$ cat src/rtl/gpu_clock_controller.sv
`default_nettype none
// ============================================================================
// Module   : gpu_clock_controller
// Purpose  : GPU clock pass-through, power-on enable delay and NUM_CH
//            clock-enable strobe channels with glitch-free runtime divisors.
//            Optional soft reset input when GPU_CLKCTRL_SOFTRESET_EN is defined.
// Revision : 1.0 - initial parametrised release
// ============================================================================
module gpu_clock_controller #(
    parameter int STARTUP_CYCLES = 100,
    parameter int CNT_W          = 16,
    parameter int NUM_CH         = 4,
    parameter int DIV_W          = 8,
    parameter int DIV_DEFAULT    = 1,
    localparam int SEL_W         = (NUM_CH > 1) ? $clog2(NUM_CH) : 1
) (
    input  logic              i_wire_clock,
    input  logic              i_wire_resetn,
`ifdef GPU_CLKCTRL_SOFTRESET_EN
    input  logic              i_wire_soft_rst,
`endif
    input  logic              i_wire_div_wr,
    input  logic [SEL_W-1:0]  i_wire_div_sel,
    input  logic [DIV_W-1:0]  i_wire_div_data,
    output logic              o_wire_clock,
    output logic              o_wire_enabled,
    output logic [NUM_CH-1:0] o_wire_ce,
    output logic [NUM_CH-1:0] o_wire_div_busy
);

    typedef enum logic [0:0] {
        ST_WAIT = 1'b0,
        ST_RUN  = 1'b1
    } state_t;

    localparam logic [CNT_W-1:0] c_startup     = CNT_W'(STARTUP_CYCLES);
    localparam logic [DIV_W-1:0] c_div_default = DIV_W'(DIV_DEFAULT);
    localparam logic [DIV_W-1:0] c_div_one     = DIV_W'(1);

    state_t           r_state;
    logic [CNT_W-1:0] r_startup_cnt;
    logic             r_enabled;
    logic             w_soft_rst;

`ifdef GPU_CLKCTRL_SOFTRESET_EN
    assign w_soft_rst = i_wire_soft_rst;
`else
    assign w_soft_rst = 1'b0;
`endif

    assign o_wire_clock   = i_wire_clock;
    assign o_wire_enabled = r_enabled;

    // Startup sequencer: the counter saturates at STARTUP_CYCLES, so it never wraps.
    always_ff @(posedge i_wire_clock or negedge i_wire_resetn) begin
        if (!i_wire_resetn) begin
            r_state       <= ST_WAIT;
            r_startup_cnt <= '0;
            r_enabled     <= 1'b0;
        end else if (w_soft_rst) begin
            r_state       <= ST_WAIT;
            r_startup_cnt <= '0;
            r_enabled     <= 1'b0;
        end else begin
            case (r_state)
                ST_WAIT: begin
                    if (r_startup_cnt < c_startup) begin
                        r_startup_cnt <= r_startup_cnt + CNT_W'(1);
                    end else begin
                        r_enabled <= 1'b1;
                        r_state   <= ST_RUN;
                    end
                end
                ST_RUN: begin
                    r_enabled <= 1'b1;
                end
            endcase
        end
    end

    for (genvar g = 0; g < NUM_CH; g++) begin : g_ch
        logic [DIV_W-1:0] r_act_div;
        logic [DIV_W-1:0] r_pend_div;
        logic [DIV_W-1:0] r_phase;
        logic             r_ce;
        logic             r_busy;
        logic             w_sel_hit;
        logic [DIV_W-1:0] w_last_phase;
        logic             w_wrap;

        // Out-of-range selects match no channel and are therefore ignored.
        assign w_sel_hit    = i_wire_div_wr && (i_wire_div_sel == SEL_W'(g));
        assign w_last_phase = (r_act_div == '0) ? '0 : (r_act_div - c_div_one);
        assign w_wrap       = (r_phase == w_last_phase);

        always_ff @(posedge i_wire_clock or negedge i_wire_resetn) begin
            if (!i_wire_resetn) begin
                r_act_div  <= c_div_default;
                r_pend_div <= c_div_default;
                r_phase    <= '0;
                r_ce       <= 1'b0;
                r_busy     <= 1'b0;
            end else if (w_soft_rst) begin
                r_phase <= '0;
                r_ce    <= 1'b0;
                r_busy  <= 1'b0;
                if (w_sel_hit) begin
                    r_act_div  <= i_wire_div_data;
                    r_pend_div <= i_wire_div_data;
                end else begin
                    r_act_div <= r_pend_div;
                end
            end else if (!r_enabled) begin
                r_phase <= '0;
                r_ce    <= 1'b0;
                r_busy  <= 1'b0;
                if (w_sel_hit) begin
                    r_act_div  <= i_wire_div_data;
                    r_pend_div <= i_wire_div_data;
                end
            end else begin
                // New divisors take effect only at a period boundary.
                if (w_wrap) begin
                    r_phase   <= '0;
                    r_ce      <= 1'b1;
                    r_act_div <= r_pend_div;
                    r_busy    <= 1'b0;
                end else begin
                    r_phase <= r_phase + c_div_one;
                    r_ce    <= 1'b0;
                end
                if (w_sel_hit) begin
                    r_pend_div <= i_wire_div_data;
                    r_busy     <= 1'b1;
                end
            end
        end

        assign o_wire_ce[g]       = r_ce;
        assign o_wire_div_busy[g] = r_busy;
    end

endmodule
`default_nettype wire

$ cat config.mk
export PLATFORM = sky130hd
export DESIGN_NAME = gpu_clock_controller
export DESIGN_NICKNAME = d
export VERILOG_FILES = /design/src/rtl/gpu_clock_controller.sv
export SDC_FILE = /design/constraint.sdc
export NUM_CORES = 1
export LEC_CHECK = 0
export ABC_AREA = 0
export BUFFER_PORTS_ARGS = -buffer_cell sky130_fd_sc_hd__buf_2
export CAP_MARGIN = 20
export CORE_AREA = 2 2 148 150
export DETAILED_ROUTE_END_ITERATION = 6
export DIE_AREA = 0 0 150 152
export GPL_TIMING_DRIVEN = 0
export HOLD_SLACK_MARGIN = 0.05
export PLACE_DENSITY = 0.55
export SETUP_SLACK_MARGIN = 0.02
export SYNTH_ARGS = -nofsm -noshare
export SYNTH_HDL_FRONTEND = slang
export SYNTH_SLANG_ARGS = --single-unit
$ cat constraint.sdc
create_clock -name i_wire_clock -period 3.9 [get_ports i_wire_clock]
set_input_delay 0.585 -clock i_wire_clock [delete_from_list [all_inputs] [get_ports i_wire_clock]]
set_output_delay 0.585 -clock i_wire_clock [all_outputs]
set_load 0.02 [all_outputs]
* Word-level counts from Yosys, hierarchy flattened *
Cells that the tools add are included.

operators by class
  bitwise operators = 1
  mux-type cells = 48
  magnitude comparators = 1
  add/sub/neg operators = 9
  reductions and logical operators = 18
  equal/unequal tests = 16

operators by type and width
  operator                                                      count
  2-to-1 mux 8 bit                                              24
  adder 8 x 1 -> 8 bit (second input constant)                  4
  == test 8 bit                                                 4
  logical NOT 8 bit                                             4
  subtractor 8 x 1 -> 8 bit (second input constant)             4
  2-to-1 mux 1 bit                                              23
  adder 16 x 1 -> 16 bit (second input constant)                1
  less-than comparator 16 x 7 -> 1 bit (second input constant)  1
  inequality test 3 x 1 -> 1 bit (second input constant)        4
  AND reduction 2 bit                                           5
  inequality test 2 x 1 -> 1 bit (second input constant)        4
  nonzero test 2 bit                                            4
  == test 2 bit (second input constant)                         2
  logical AND 1 bit                                             4
  == test 2 x 1 -> 1 bit (second input constant)                1
  logical NOT 2 bit                                             1
  inequality test 2 bit (second input constant)                 1
  case mux 1 bit (2 select lines)                               1
  inverter 1 bit                                                1

word-level totals
  logic and storage cells = 116
  output and inout bits = 10
  bits of input ports = 13
  bits in registers = 122

* Logic depth before layout (Yosys ltp) *
Gate-level depths: netlist of run 1.

  depth after elaboration = 6
  mapped depth = 11
  depth with buffers taken out = 8

==> out/metrics.cfg, run 1 <==
[routing]
first_pass_iters = 6
vias = 6052
drc_errors = 0
first_iter_violations = 595
wirelength_um = 19500
wl_per_cell_um = 17.9
ant_nets = 0
via_per_inst = 5.56

[die]
die-area_mm2 = 0.0228
die_w_um = 150
initial_core_util = 0.343
pin_count = 23
core_area_mm2 = 0.0214
row_count = 54
die_h_um = 152

[placement]
dp_hpwl_um = 13200
dp_cells = 1052
port-buffer-count = 21
place.gp.congestion = 0.781

[worst_setup_path]
cp_cell_sequence = clkbuf_1 -> inv_1 -> ha_1 -> or3b_2 -> a22o_1 -> o32ai_1 -> nand4_1 -> nor4_1
crit_path_top_delay_cell = nor4_1
cp.arrival_ns = 3.84
path_delay_family = simple AND/OR/NAND/NOR gates
max_stage_delay_ns = 0.64
crit_buf_inv = 2
crit_type = reg2reg
startpoint_type = flop
cp_data_required_time_ns = 4.27
crit_fanout = 10
end_kind = flop

[sta]
max_slew.worst_pin.slew_ns = 0.986
clock.fmax_mhz = 288
finalSetupViolCount = 0
period_share = 0.889
hold_viol = 0
rsz0062_at_grt = no
fin_tns_setup_ns = 0
relSlewSlack = 0.342
min_period_ns = 3.47
fin_skew_ns = 0.00990
maxSlewViolCount = 0

[hold_path]
hp-class = in2reg

[clocking]
cts_tree = done
clk_pin_slew_ns = 0.06
worstSkewPairLatency_ns = 0.54
post_cts_resized = 0

[global_route]
grt_util_all_layers = 0.181
grt_max_degree = 76
grt_pass1_vias = 5895
antenna_found_initial = 0
grt_pass1_wl_um = 32100
grt-ovfl-total = 0

[final_layout]
instances_no_fill = 1088
final_util = 0.398
area_growth_pct = 16.0
fin_nets = 817
fill_cells = 2162
insertedDiodeCount = 0
drive_gt1_frac = 0.152

[yosys]
synth-seq-cells = 122
yosysUniqueCellTypes = 80
yosysSeqAreaShare = 0.418
ys_async_sr_fraction = 1.00
post-synth-top-area-fraction = 0.389
synth.net_count = 771
avgSynthCellArea_um2 = 9.79
netlist_instances = 749
ys.flop_type = dfrtp_1
yosysTopAreaCell = dfrtp_1
synth_most_common_cell = dfrtp_1
synth.top_cells.by_count = 114 x dfrtp_1, 47 x clkbuf_1, 36 x a211oi_1
ys_warn_count = 0
ys_top_cells_by_area = dfrtp_1 39%, xnor2_1 3.7%, a211oi_1 3.7%
synth-edff-count = 0
netlist_area_mm2 = 0.00733

[power_and_ir_drop]
power.density_mw_per_mm2 = 508
cellLeakagePower_nw = 3.68
ir_drop_mv = 0.310

[outcome]
run_status = finished, final reports clean

[job]
max-cap-violations = 0

==> state kept, by name (all words and copies together) (netlist names) <==
| register | cells |
|---|---|
| g_ch.r_act_div | 32 |
| g_ch.r_pend_div | 32 |
| g_ch.r_phase | 32 |
| r_startup_cnt | 16 |
| g_ch.r_busy | 4 |
| g_ch.r_ce | 4 |
| o_wire_enabled | 1 |
| r_state | 1 |
==> path summary, 6_finish.rpt <==
check | startpoint | to | slack [ns] | cells past startpoint
setup / recovery | g_ch[1].r_act_div[0]$_DFFE_PN1P_ | g_ch[1].r_ce$_DFF_PN0_ | 0.43 | 8
hold / removal | i_wire_div_data[0] | g_ch[0].r_pend_div[0]$_DFFE_PN1P_ | 0.30 | 3
setup reg to reg | g_ch[1].r_act_div[0]$_DFFE_PN1P_ | g_ch[1].r_ce$_DFF_PN0_ | 0.43 | 8
hold reg to reg | r_startup_cnt[13]$_DFFE_PN0P_ | r_startup_cnt[13]$_DFFE_PN0P_ | 0.45 | 1
max in group asynchronous | i_wire_resetn | g_ch[2].r_act_div[0]$_DFFE_PN1P_ | 2.57 | 3
min in group asynchronous | i_wire_resetn | g_ch[0].r_ce$_DFF_PN0_ | 0.56 | 2
==> metal layers <==
metal | wire [µm] | vias to the layer above | global-route usage
li1 | - | 2938 | -
met1 | 9260 | 2990 | 0.248
met5 | 0 | - | 0
met3 | 722 | 24 | 0.0411
met4 | 318 | 0 | 0.0660
met2 | 9190 | 100 | 0.278
==> layout by cell type, fill, tap and decap left out, types with 8 or more instances in the layout <==
master	netlist	routed
nor2b_1	9	9
clkbuf_16	0	20
nand3_1	30	30
inv_1	15	15
xor2_1	22	22
nor3_1	22	22
a211oi_1	36	36
ha_1	9	9
and3_1	30	30
o31ai_1	28	28
dfstp_2	8	8
nand2_1	24	24
buf_2	10	31
a21o_1	30	30
xnor2_1	31	31
a31oi_1	33	33
a21oi_1	9	9
nor2_1	18	18
o21ai_0	17	17
or3_1	8	8
dfrtp_1	114	114
nor3b_1	10	10
clkbuf_1	47	48
buf_4	10	10
or4_1	9	9
and2_1	31	31
nand4_1	27	27
==> where the power goes <==
| part | internal [mW] | switching (mW) |
|---|---|---|
| Combinational | 0.403 | 0.660 |
| Sequential | 1.38 | 0.104 |
| Clock | 1.10 | 0.671 |
| Total | 2.89 | 1.43 |
==> stage by stage <==
step / hold WS [ns] / cell area, µm² / worst slack, ns / total power, mW
finish: 0.303 / 8500 / 0.433 / 4.32
global route: 0.316 / 8500 / 0.263 / 4.55
CTS: 0.295 / 8500 / 0.470 / 4.35
detailed placement: 0.449 / 7830 / 0.471 / 2.59
global placement: 0.444 / 7790 / 0.483 / 2.58
floorplan: 0.289 / 7330 / 1.07 / 2.30
==> area by class of cell <==
cell class | instances | area [µm²] | share of cell area
repair buffers | 23 | 149 | 0.0175
well taps | 280 | 350 | 0.0412
multi-input cells | 543 | 3900 | 0.458
inverters | 15 | 56.3 | 0.00662
clock buffers | 22 | 509 | 0.0599
flip-flops and latches | 122 | 3060 | 0.360
clock inverters | 14 | 161 | 0.0190
plain buffers | 69 | 318 | 0.0374
==> cells by family (layout without fill, tap and decap cells) <==
group / after synthesis / after routing / share of synthesized area
buffers and inverters: 84 / 143 / 0.0510
AO/OA/AOI/OAI: 209 / 209 / 0.217
XOR/XNOR: 54 / 54 / 0.0665
AND/OR/NAND/NOR: 269 / 269 / 0.230
multiplexers: 2 / 2 / 0.00290
adder cells (fa/ha/maj): 9 / 9 / 0.0154
flip-flops: 122 / 122 / 0.418
==> worst min-delay path: cells and delay by family <==
| kind | cells | cell delay [ns] |
|---|---|---|
| simple gates | 2 | 0.11 |
| buf+inv | 1 | 0.15 |
==> repair_timing <==
item | 4_1_cts | 5_1_grt
setup buffers | 0 | 0
hold buffers | 1 | 0
endpoints found under the hold margin | 44 | 0
Power figures use the tool's default switching activity.
==> run 2: changes to the inputs <==
--- a/config.mk
+++ b/config.mk
@@ -8,13 +8,13 @@
 export ABC_AREA = 0
 export BUFFER_PORTS_ARGS = -buffer_cell sky130_fd_sc_hd__buf_2
 export CAP_MARGIN = 20
-export CORE_AREA = 2 2 148 150
+export CORE_AREA = 10 10 156 158
 export DETAILED_ROUTE_END_ITERATION = 6
-export DIE_AREA = 0 0 150 152
+export DIE_AREA = 0 0 166 168
 export GPL_TIMING_DRIVEN = 0
 export HOLD_SLACK_MARGIN = 0.05
 export PLACE_DENSITY = 0.55
-export SETUP_SLACK_MARGIN = 0.02
+export SETUP_SLACK_MARGIN = 0.5
 export SYNTH_ARGS = -nofsm -noshare
 export SYNTH_HDL_FRONTEND = slang
 export SYNTH_SLANG_ARGS = --single-unit
==> out/metrics.cfg, run 2 (synthesis results as in run 1) <==
[global_route]
grt_max_degree = 64  ; was 76
grt_pass1_wl_um = 32400  ; was 32100 µm
grt_pass1_vias = 6081  ; was 5895
grt-ovfl-total = 0  ; unchanged
grt_util_all_layers = 0.140  ; was 0.181
antenna_found_initial = 0  ; unchanged

[placement]
dp_cells = 1052  ; unchanged
postPlaceCellArea_mm2 = 0.00783  ; unchanged
place.gp.congestion = 0.815  ; was 0.781
dp_hpwl_um = 13200  ; about the same
port-buffer-count = 21  ; unchanged
post-place-ws_ns = 0.437  ; was 0.471 ns

[sta]
clock.fmax_mhz = 321  ; was 288 MHz
relSlewSlack = 0.430  ; was 0.342
maxSlewViolCount = 0  ; unchanged
period_share = 0.799  ; was 0.889
rsz0062_at_grt = no  ; unchanged
worst_slack_ns = 0.783  ; was 0.433 ns
max_slew.worst_pin.slew_ns = 0.851  ; was 0.986 ns
hold_viol = 0  ; unchanged
fin_tns_setup_ns = 0  ; unchanged
hold_ws_ns = 0.315  ; was 0.303 ns
min_period_ns = 3.12  ; was 3.47 ns
finalSetupViolCount = 0  ; unchanged
fin_skew_ns = 0.00949  ; was 0.00990 ns

[routing]
drc_errors = 0  ; unchanged
first_pass_iters = 5  ; was 6
wirelength_um = 19500  ; unchanged
vias = 6081  ; was 6052
via_per_inst = 5.58  ; was 5.56
wl_per_cell_um = 17.9  ; about the same
first_iter_violations = 335  ; was 595
ant_nets = 0  ; unchanged

[final_layout]
final_util = 0.398  ; about the same
design_area_mm2 = 0.00853  ; was 0.00850 mm²
insertedDiodeCount = 0  ; unchanged
fill_cells = 2082  ; was 2162
drive_gt1_frac = 0.158  ; was 0.152
seq_area_mm2 = 0.00306  ; unchanged
reg.largest.list = g_ch.r_act_div x32, g_ch.r_pend_div x32, g_ch.r_phase x32  ; unchanged
area_growth_pct = 16.4  ; was 16.0%
fin_nets = 819  ; was 817
final_common_cell = dfrtp_1  ; unchanged
instances_no_fill = 1090  ; was 1088
multi_input_area_mm2 = 0.00391  ; was 0.00390 mm²
final_cell_mix = 114 x dfrtp_1, 46 x clkbuf_1, 36 x a211oi_1  ; was 114 x dfrtp_1, 48 x clkbuf_1, 36 x a211oi_1

[clocking]
clk_pin_slew_ns = 0.06  ; about the same
cts_tree = done  ; unchanged
worstSkewPairLatency_ns = 0.54  ; about the same

[worst_setup_path]
cp_cell_sequence = clkbuf_1 -> inv_1 -> ha_1 -> clkbuf_1 -> or3b_2 -> a311oi_1 -> o2111ai_1 -> o311a_1 -> buf_2 -> o31ai_1 -> a31oi_1  ; was clkbuf_1 -> inv_1 -> ha_1 -> or3b_2 -> a22o_1 -> o32ai_1 -> nand4_1 -> nor4_1
end_kind = flop  ; unchanged
cp.arrival_ns = 3.50  ; was 3.84 ns
crit_path_top_delay_cell = or3b_2  ; was nor4_1
crit_top_cell = clkbuf_1
startpoint_type = flop  ; unchanged
crit_fanout = 10  ; unchanged
max_stage_delay_ns = 0.48  ; was 0.64 ns
crit_type = reg2reg  ; unchanged
cp_data_required_time_ns = 4.28  ; was 4.27 ns

[hold_path]
hp-class = in2reg  ; unchanged

[job]
max-cap-violations = 0  ; unchanged

[die]
pin_count = 23  ; unchanged
row_count = 54  ; unchanged
die_h_um = 168  ; was 152 µm
core_area_mm2 = 0.0214  ; about the same
initial_core_util = 0.342  ; was 0.343
die_w_um = 166  ; was 150 µm
die-area_mm2 = 0.0279  ; was 0.0228 mm²

[power_and_ir_drop]
clockPowerShare = 0.409  ; was 0.410
intPower_mw = 2.87  ; was 2.89 mW
swShare = 0.338  ; was 0.332
ir_drop_mv = 0.286  ; was 0.310 mV
p_seq_frac = 0.343  ; was 0.344
cellLeakagePower_nw = 3.70  ; was 3.68 nW
pwr-share-comb = 0.248  ; was 0.246
p_sw_mw = 1.47  ; was 1.43 mW
power.density_mw_per_mm2 = 508  ; about the same
fin_total_pwr_mw = 4.34  ; was 4.32 mW

[outcome]
run_status = finished, final reports clean  ; unchanged

-- run 2: cell count changes in the layout (fill, tap and decap cells not counted), moves of 2 or more --
| cell | delta |
|---|---|
| clkbuf_1 | -2 |
| inv_8 | +3 |
| buf_4 | +2 |
| clkinvlp_4 | -2 |
-- run 2: power groups by stage --
stage	logic (mW)	clock network, mW	registers (mW)
2_1_floorplan	0.795	0.0300	1.47
3_3_place_gp	1.04	0.0377	1.50
3_5_place_dp	1.05	0.0377	1.50
4_1_cts	1.06	1.80	1.48
5_1_grt	1.19	1.87	1.50
6_report	1.08	1.77	1.49
-- run 2: path summary, 6_finish.rpt --
kind,slack (ns),endpoint,depth (start not counted),start
max,0.78,g_ch[3].r_act_div[6]$_DFFE_PN0P_,11,g_ch[3].r_act_div[0]$_DFFE_PN1P_
min,0.31,g_ch[0].r_pend_div[0]$_DFFE_PN1P_,3,i_wire_div_data[0]
max reg2reg,0.78,g_ch[3].r_act_div[6]$_DFFE_PN0P_,11,g_ch[3].r_act_div[0]$_DFFE_PN1P_
min reg2reg,0.46,r_startup_cnt[14]$_DFFE_PN0P_,1,r_startup_cnt[14]$_DFFE_PN0P_
max in group asynchronous,2.55,g_ch[1].r_act_div[0]$_DFFE_PN1P_,3,i_wire_resetn
min in group asynchronous,0.60,r_startup_cnt[8]$_DFFE_PN0P_,2,i_wire_resetn
-- run 2: critical path, delay by kind of cell (launching register included) --
kind            cells  cell delay, ns
buf+inv             4            0.84
fa+ha+maj           1            0.14
flops               1            0.36
simple gates        1            0.48
compound gates      5            1.12
-- run 2: per-layer routing --
metal | vias up | routed length [µm] | GRT usage
met5 | - | 0 | 0
met4 | 0 | 292 | 0.0566
met3 | 27 | 630 | 0.0326
met2 | 102 | 8950 | 0.212
met1 | 3011 | 9610 | 0.190
li1 | 2941 | - | -
-- run 2: area by class of cell --
type	count	area share
plain buffers	69	0.0374
clock buffers	22	0.0608
inverters	15	0.00660
clock inverters	14	0.0176
flip-flops and latches	122	0.359
repair buffers	25	0.0192
well taps	280	0.0410
multi-input cells	543	0.458
-- run 2: repair_timing --
item / in CTS / in global routing
resized for setup: 0 / 4
pin swaps: 1 / 1
setup buffers: 1 / 1
hold buffers: 1 / 0
setup endpoints to repair: 10 / 24
hold endpoints to repair: 16 / 0
